===== src/rtl/reg_dump_ctrl.sv =====
// Sequencing read initiator: walks a register-file address range on a spare read port
// and streams {address, data} beats on a valid/ready port with a last marker and XOR checksum.
module reg_dump_ctrl #(
    parameter int ADDR_W = 5,
    parameter int DATA_W = 32
) (
    input  logic              clk,
    input  logic              rst_n,
    input  logic              start,
    input  logic [ADDR_W-1:0] first_addr,
    input  logic [ADDR_W-1:0] last_addr,
    output logic              busy,
    output logic              done,
    output logic [ADDR_W-1:0] rf_raddr,
    input  logic [DATA_W-1:0] rf_rdata,
    output logic              out_valid,
    input  logic              out_ready,
    output logic [ADDR_W-1:0] out_addr,
    output logic [DATA_W-1:0] out_data,
    output logic              out_last,
    output logic [DATA_W-1:0] xor_sum
);

    // state   | meaning
    // S_IDLE  | waiting for start; checksum of previous dump held
    // S_RUN   | reading cur and loading beats into the output register
    // S_DRAIN | final beat loaded, waiting for its handshake
    // S_DONE  | one-cycle done pulse
    typedef enum logic [1:0] {
        S_IDLE  = 2'd0,
        S_RUN   = 2'd1,
        S_DRAIN = 2'd2,
        S_DONE  = 2'd3
    } state_t;

    state_t            r_state;
    state_t            w_state_nxt;
    logic              w_busy;
    logic              w_done;

    logic [ADDR_W-1:0] r_cur;
    logic [ADDR_W-1:0] r_end;
    logic              r_out_valid;
    logic [ADDR_W-1:0] r_out_addr;
    logic [DATA_W-1:0] r_out_data;
    logic              r_out_last;
    logic [DATA_W-1:0] r_xor;

    logic              w_accept;
    logic              w_load;
    logic              w_at_end;
    logic              w_hs;

    assign w_accept = (r_state == S_IDLE) && start;
    assign w_at_end = (r_cur == r_end);
    assign w_hs     = r_out_valid && out_ready;
    // Reload whenever the output register is empty or being emptied this edge.
    assign w_load   = (r_state == S_RUN) && (!r_out_valid || out_ready);

    always_ff @(posedge clk or negedge rst_n) begin
        if (!rst_n) begin
            r_state <= S_IDLE;
        end else begin
            r_state <= w_state_nxt;
        end
    end

    always_comb begin
        w_state_nxt = r_state;
        w_busy      = 1'b1;
        w_done      = 1'b0;
        case (r_state)
            S_IDLE: begin
                w_busy = 1'b0;
                if (start) begin
                    w_state_nxt = (first_addr <= last_addr) ? S_RUN : S_DONE;
                end
            end
            S_RUN: begin
                if (w_load && w_at_end) begin
                    w_state_nxt = S_DRAIN;
                end
            end
            S_DRAIN: begin
                if (w_hs) begin
                    w_state_nxt = S_DONE;
                end
            end
            S_DONE: begin
                w_done      = 1'b1;
                w_state_nxt = S_IDLE;
            end
            default: begin
                w_state_nxt = S_IDLE;
            end
        endcase
    end

    always_ff @(posedge clk or negedge rst_n) begin
        if (!rst_n) begin
            r_cur       <= '0;
            r_end       <= '0;
            r_out_valid <= 1'b0;
            r_out_addr  <= '0;
            r_out_data  <= '0;
            r_out_last  <= 1'b0;
            r_xor       <= '0;
        end else if (w_accept) begin
            r_cur <= first_addr;
            r_end <= last_addr;
            r_xor <= '0;
        end else if (w_load) begin
            r_out_valid <= 1'b1;
            r_out_addr  <= r_cur;
            r_out_data  <= rf_rdata;
            r_out_last  <= w_at_end;
            r_xor       <= r_xor ^ rf_rdata;
            // cur parks on end so it can never wrap past the top register.
            if (!w_at_end) begin
                r_cur <= r_cur + ADDR_W'(1);
            end
        end else if ((r_state == S_DRAIN) && w_hs) begin
            r_out_valid <= 1'b0;
        end
    end

    assign busy      = w_busy;
    assign done      = w_done;
    assign rf_raddr  = r_cur;
    assign out_valid = r_out_valid;
    assign out_addr  = r_out_addr;
    assign out_data  = r_out_data;
    assign out_last  = r_out_last;
    assign xor_sum   = r_xor;

endmodule


===== config.mk =====
export PLATFORM = sky130hd
export DESIGN_NAME = reg_dump_ctrl
export DESIGN_NICKNAME = d
export VERILOG_FILES = /design/src/rtl/reg_dump_ctrl.sv
export SDC_FILE = /design/constraint.sdc
export NUM_CORES = 1
export LEC_CHECK = 0
export CAP_MARGIN = 20
export CORE_MARGIN = 2
export CORE_UTILIZATION = 44
export CTS_CLUSTER_SIZE = 16
export DETAILED_ROUTE_END_ITERATION = 8
export GPL_TIMING_DRIVEN = 0
export PLACE_DENSITY = 0.78
export SLEW_MARGIN = 20
export SYNTH_ARGS = -nofsm -noshare
export SYNTH_HDL_FRONTEND = slang
export SYNTH_SLANG_ARGS = --single-unit

===== constraint.sdc =====
create_clock -name clk -period 2 [get_ports clk]
set_input_delay 0.4 -clock clk [delete_from_list [all_inputs] [get_ports clk]]
set_output_delay 0.4 -clock clk [all_outputs]
set_load 0.03 [all_outputs]

---- After elaboration in Yosys (flattened, before gate mapping) ----
Cells that the tools add are included.
operators by class
  add/subtract/negate cells ............... 1
  $lt $le $gt $ge ......................... 1
  eq/ne operators ......................... 8
  muxes and demuxes ....................... 14
  bitwise logic cells ..................... 2
  reduce and logical (&&, ||, !) cells .... 14
operator list
  cell                                                    number
  two-way mux 32 bit                                      2
  XOR 32 bit                                              1
  two-way mux 5 bit                                       3
  two-way mux 2 bit                                       4
  case mux 2 bit (4 select lines)                         1
  inequality test 2 bit (second input constant)           3
  AND reduction 2 bit                                     3
  adder 5 x 1 -> 5 bit (second input constant)            1
  == test 5 bit                                           1
  less-or-equal comparator 5 bit                          1
  logical AND 1 bit                                       5
  == test 2 bit (second input constant)                   2
  two-way mux 1 bit                                       4
  nonzero test 2 bit                                      2
  AND reduction 3 bit                                     1
  == test 2 x 1 -> 1 bit (second input constant)          1
  logical NOT 2 bit                                       1
  inequality test 2 x 1 -> 1 bit (second input constant)  1
  logical NOT 1 bit                                       1
  logical OR 1 bit                                        1
  inverter 1 bit                                          1
storage, ports and cells
  register bits ........................... 83
  input port bits ......................... 46
  output and inout bits ................... 78
  word-level logic and storage cells ...... 48

---- Logic depth before layout (Yosys ltp) ----
  word-level depth ........................ 6
  depth in mapped cells ................... 7
  gate-level depth less buffers ........... 7

---- Worst setup path before layout ----
Ideal clock, no wire load.
  kind .................................... reg2reg
  from .................................... register r_cur[0] (netlist: rf_raddr[0])
  to ...................................... register r_state[1]
  library setup time ...................... 125 ps
  arrival time ............................ 1779 ps
  data required time ...................... 1875 ps
  setup slack ............................. 96 ps
  cell stages (with the launch flop) ...... 6
  path buffers ............................ 0
  period minus slack after synthesis ...... 1904 ps
  cell sequence ........................... dfrtp_1 > xor2_1 > nor3_2 > nand2_2 > a221o_2 > mux2_4
between the ends
  cells in the longest elaborated chain, start to end .. 4
ends and longest elaborated chain
  item                                             line  text
  start, declared                                  41    logic [ADDR_W-1:0] r_cur;
  start signal, assigned                           109   r_cur <= first_addr;
  start signal, assigned                           120   r_cur <= r_cur + ADDR_W'(1);
  == test 5 bit                                    55    assign w_at_end = (r_cur == r_end);
  logical AND 1 bit                                80    if (w_load && w_at_end) begin
  inequality test 2 x 1 -> 1 bit (no source line)  --
  AND reduction 3 bit (no source line)             --
  end signal, assigned                             64    r_state <= w_state_nxt;
  end, declared                                    36    state_t r_state;
Every way passes these cells.
A chain may end at the register's enable or synchronous reset.

---- Worst setup path after layout ----
  from .................................... register r_cur[2] (netlist: rf_raddr[2])
  to ...................................... register r_state[1]
Same word-level chain as after synthesis.

==> flow_summary_export.csv <==
group,metric,value,unit
final_layout,final.fill_count,656,
clocking,htreeDepth,3,
place,dp_hpwl,6120,um
detailed_routing,drc_errors,0,
setup_path,worst-r2r-setup-slack,0.10,ns
detailed_routing,vias_per_cell,4.79,
global_routing,grt_max_degree,51,
detailed_routing,drt-initial-drc-count,53,
run_status,status,"complete, but fails checks",
global_routing,track_usage,19.2,%
logic_synthesis,ys_ff_latch,83,
final_layout,diodes,0,
final_layout,final_nets,507,
run_status,violations,"hold timing",
logic_synthesis,synth_top_cell_by_area,"dfrtp_1",
logic_synthesis,yosysUniqueCellTypes,28,
clocking,clockRootBuffer,"clkbuf_8",
setup_path,r2r_end,"r_state[1]",
power_and_ir_drop,p_clk_share,14.5,%
power_and_ir_drop,leakage,2.40,nW
clocking,cts_tree,"yes",
logic_synthesis,post_synth.cell_area_avg,11.6,um^2
setup_path,cp-end-kind,"register",
logic_synthesis,ys_seq_area_share,56.9,%
setup_path,cp_data_arrival_time,2.13,ns
setup_path,required,2.23,ns
place,gp_congestion,0.744,
clocking,clk_pin_slew,0.08,ns
die,die_area,9040,um^2
logic_synthesis,yosysWarnings,0,
power_and_ir_drop,combPwrFrac,54.0,%
power_and_ir_drop,swShare,41.7,%
setup_path,r2r-start,"rf_raddr[2]",
setup_path,worstPathCellList,"xor2_1 > nor3_2 > nand2_2 > a221o_2 > mux2_4",
detailed_routing,avgRoutedWirePerCell,14.8,um
power_and_ir_drop,p_int,5.60,mW
clocking,clock_sinks,83,
setup_path,slowest_stage,"dfrtp_1",
global_routing,antenna_found_initial,0,
power_and_ir_drop,p_seq_share,31.5,%
timing,fin_crit_sh,94.8,%
final_layout,layout_common_cells,"clkdlybuf4s50_1, dfrtp_1, nand2_1, nor2_1, mux2_2",
logic_synthesis,yosysTopAreaCellShare,56.9,%
logic_synthesis,synthesis.nets,372,
timing,skew,0.00950,ns
logic_synthesis,syn_area,3650,um^2
min_path,min_path_type,"in2async",
place,io_buffers,123,
timing,setup_viol,0,
setup_path,cp_slowest_stage_delay,0.46,ns
power_and_ir_drop,total_power,9.62,mW
clocking,cts_buffer_depth,2,
die,initial_utilization,44.9,%
die,die_w,95.1,um
die,io_pins,124,
power_and_ir_drop,power_switching,4.01,mW
power_and_ir_drop,power_density,1820,nW/um^2
final_layout,final_common_cell,"clkdlybuf4s50_1",
detailed_routing,finalWirelength,8250,um
timing,post-route-min-period,1.90,ns
setup_path,cp-start-kind,"register",
place,dp_slack,-0.238,ns
die,rows,33,
power_and_ir_drop,ir_drop,1.01,mV
timing,tightest_slew,0.458,ns
setup_path,crit_type,"reg2reg",
detailed_routing,postRouteAntennaNets,0,
timing,rsz0062_at_grt,"false",
clocking,numCtsBuffers,9,
logic_synthesis,synth_cells,315,
timing,max-slew-margin-rel,69.1,%
global_routing,grt_overflow,0,
clocking,worstSkewPairLatency,0.34,ns
final_layout,syn_to_final_growth,44.9,%
timing,hold_viol,2,
final_layout,drive_gt1_share,16.3,%
timing,slew_violations,0,
die,design.core.area,8130,um^2
timing,holdWs,-0.00253,ns
timing,fmax,0.528,GHz
setup_path,r2r_cells,5,
logic_synthesis,synth_area_leaders,"dfrtp_1, mux2_2, xor2_1, nand2_1, nor2_1",
die,die_h,95.1,um
detailed_routing,drt-pass1-iter-count,4,
global_routing,grt_pass1_wl,13400,um
global_routing,grt_pass1_vias,2743,
detailed_routing,vias,2674,
job,maxCapViolCount,0,
setup_path,cp_max_fo,6,
timing,worst_slack,0.105,ns
[worst max-delay path by stage]
stage | start | endpoint | slack, ns | depth (start not counted)
2_1_floorplan | rf_raddr[0] | r_state[1] | 0.1 | 5
3_3_place_gp | rst_n | out_data[14] | -2.48 | 1
3_5_place_dp | start | xor_sum[17] | -0.24 | 6
4_1_cts | r_state[1] | xor_sum[2] | 0.004 | 7
5_1_grt | r_state[0] | out_data[25] | 0.01 | 6
6_report | rf_raddr[2] | r_state[1] | 0.10 | 5
[Yosys cell counts]
cell      count
dfrtp_1      83
nand2_1      46
nor2_1       39
mux2_2       37
xor2_1       34
inv_1        13
ha_1         11
o21ai_0       9
a21oi_1       7
clkbuf_1      6
buf_2         4
a211oi_1      3
xnor2_1       3
xor2_2        3
buf_1         2
mux2i_1       2
nand3_1       2
a221o_1       1
a221o_2       1
and3_1        1
mux2_4        1
nand2_2       1
nand4_1       1
nor3_2        1
o211ai_1      1
o21a_1        1
o21ai_1       1
o221ai_1      1
[critical path, delay by kind of cell, from the launching register on]
kind	cells	cell delay (ns)
flip-flops	1	0.46
AO/OA/AOI/OAI	1	0.39
XOR/XNOR	1	0.20
multiplexers	1	0.30
AND/OR/NAND/NOR	2	0.43
[per-stage QoR]
stage / hold slack (ns) / util, % / setup TNS [ns] / area (um^2) / std cells
final: -0.00253 / 65.0 / 0 / 5290 / 558
after global routing: 0.0163 / 65.0 / 0 / 5290 / 558
after CTS: 0.00498 / 64.7 / 0 / 5270 / 558
after detailed placement: 0.386 / 61.9 / -10.39 / 5040 / 544
after global placement: 0.471 / 61.6 / -215.28 / 5010 / 543
after floorplan: 0.104 / - / 0 / 3650 / 315
[what timing repair did]
action	CTS	global route
hold buffers	0	0
setup buffers	0	0
resized for setup	4	16
setup endpoints to repair	31	74
pin swaps	0	1
[cell families (layout without fill, tap and decap cells)]
group	Yosys count	after routing	share of synthesized area (%)
and+or+nand+nor	91	91	9.81
DFF	83	83	56.9
xor gates and xnor gates	40	40	10.2
muxes	40	40	12.4
AOI/OAI and AO/OA	25	25	4.18
buffers and inverters	25	163	2.71
adders and majority gates	11	11	3.77
[power by group through the flow]
stage	combinational, mW	sequential, mW	clock, mW
floorplan	1.81	4.40	0
global placement	5.12	3.03	0
detailed placement	5.23	3.07	0
CTS	5.25	3.05	1.44
global route	5.57	3.14	1.51
finish	5.19	3.03	1.39
[state kept, by name, indices dropped and copies added (netlist names)]
name and flops:
r_state 2, out_addr 5, r_end 5, rf_raddr 5, out_last 1, out_data 32, out_valid 1, xor_sum 32
[per-layer routing]
metal | vias up | share of wire [%] | global-route usage (%)
met4 | 0 | 1.2 | 5.80
met5 | - | 0 | 0
met3 | 11 | 7.0 | 6.32
li1 | 1292 | - | -
met2 | 78 | 49 | 30.8
met1 | 1293 | 43 | 25.0
[layout make-up]
| class | instances | area [um^2] | share of cell area (%) |
|---|---|---|---|
| Clock inverter | 5 | 104 | 1.96 |
| Buffer | 12 | 61.3 | 1.16 |
| Multi-Input combinational cell | 207 | 1480 | 27.9 |
| Clock buffer | 9 | 124 | 2.34 |
| Inverter | 13 | 48.8 | 0.923 |
| Sequential cell | 83 | 2080 | 39.3 |
| Timing Repair Buffer | 124 | 1260 | 23.9 |
| Tap cell | 105 | 131 | 2.49 |
Power figures use the tool's default switching activity.
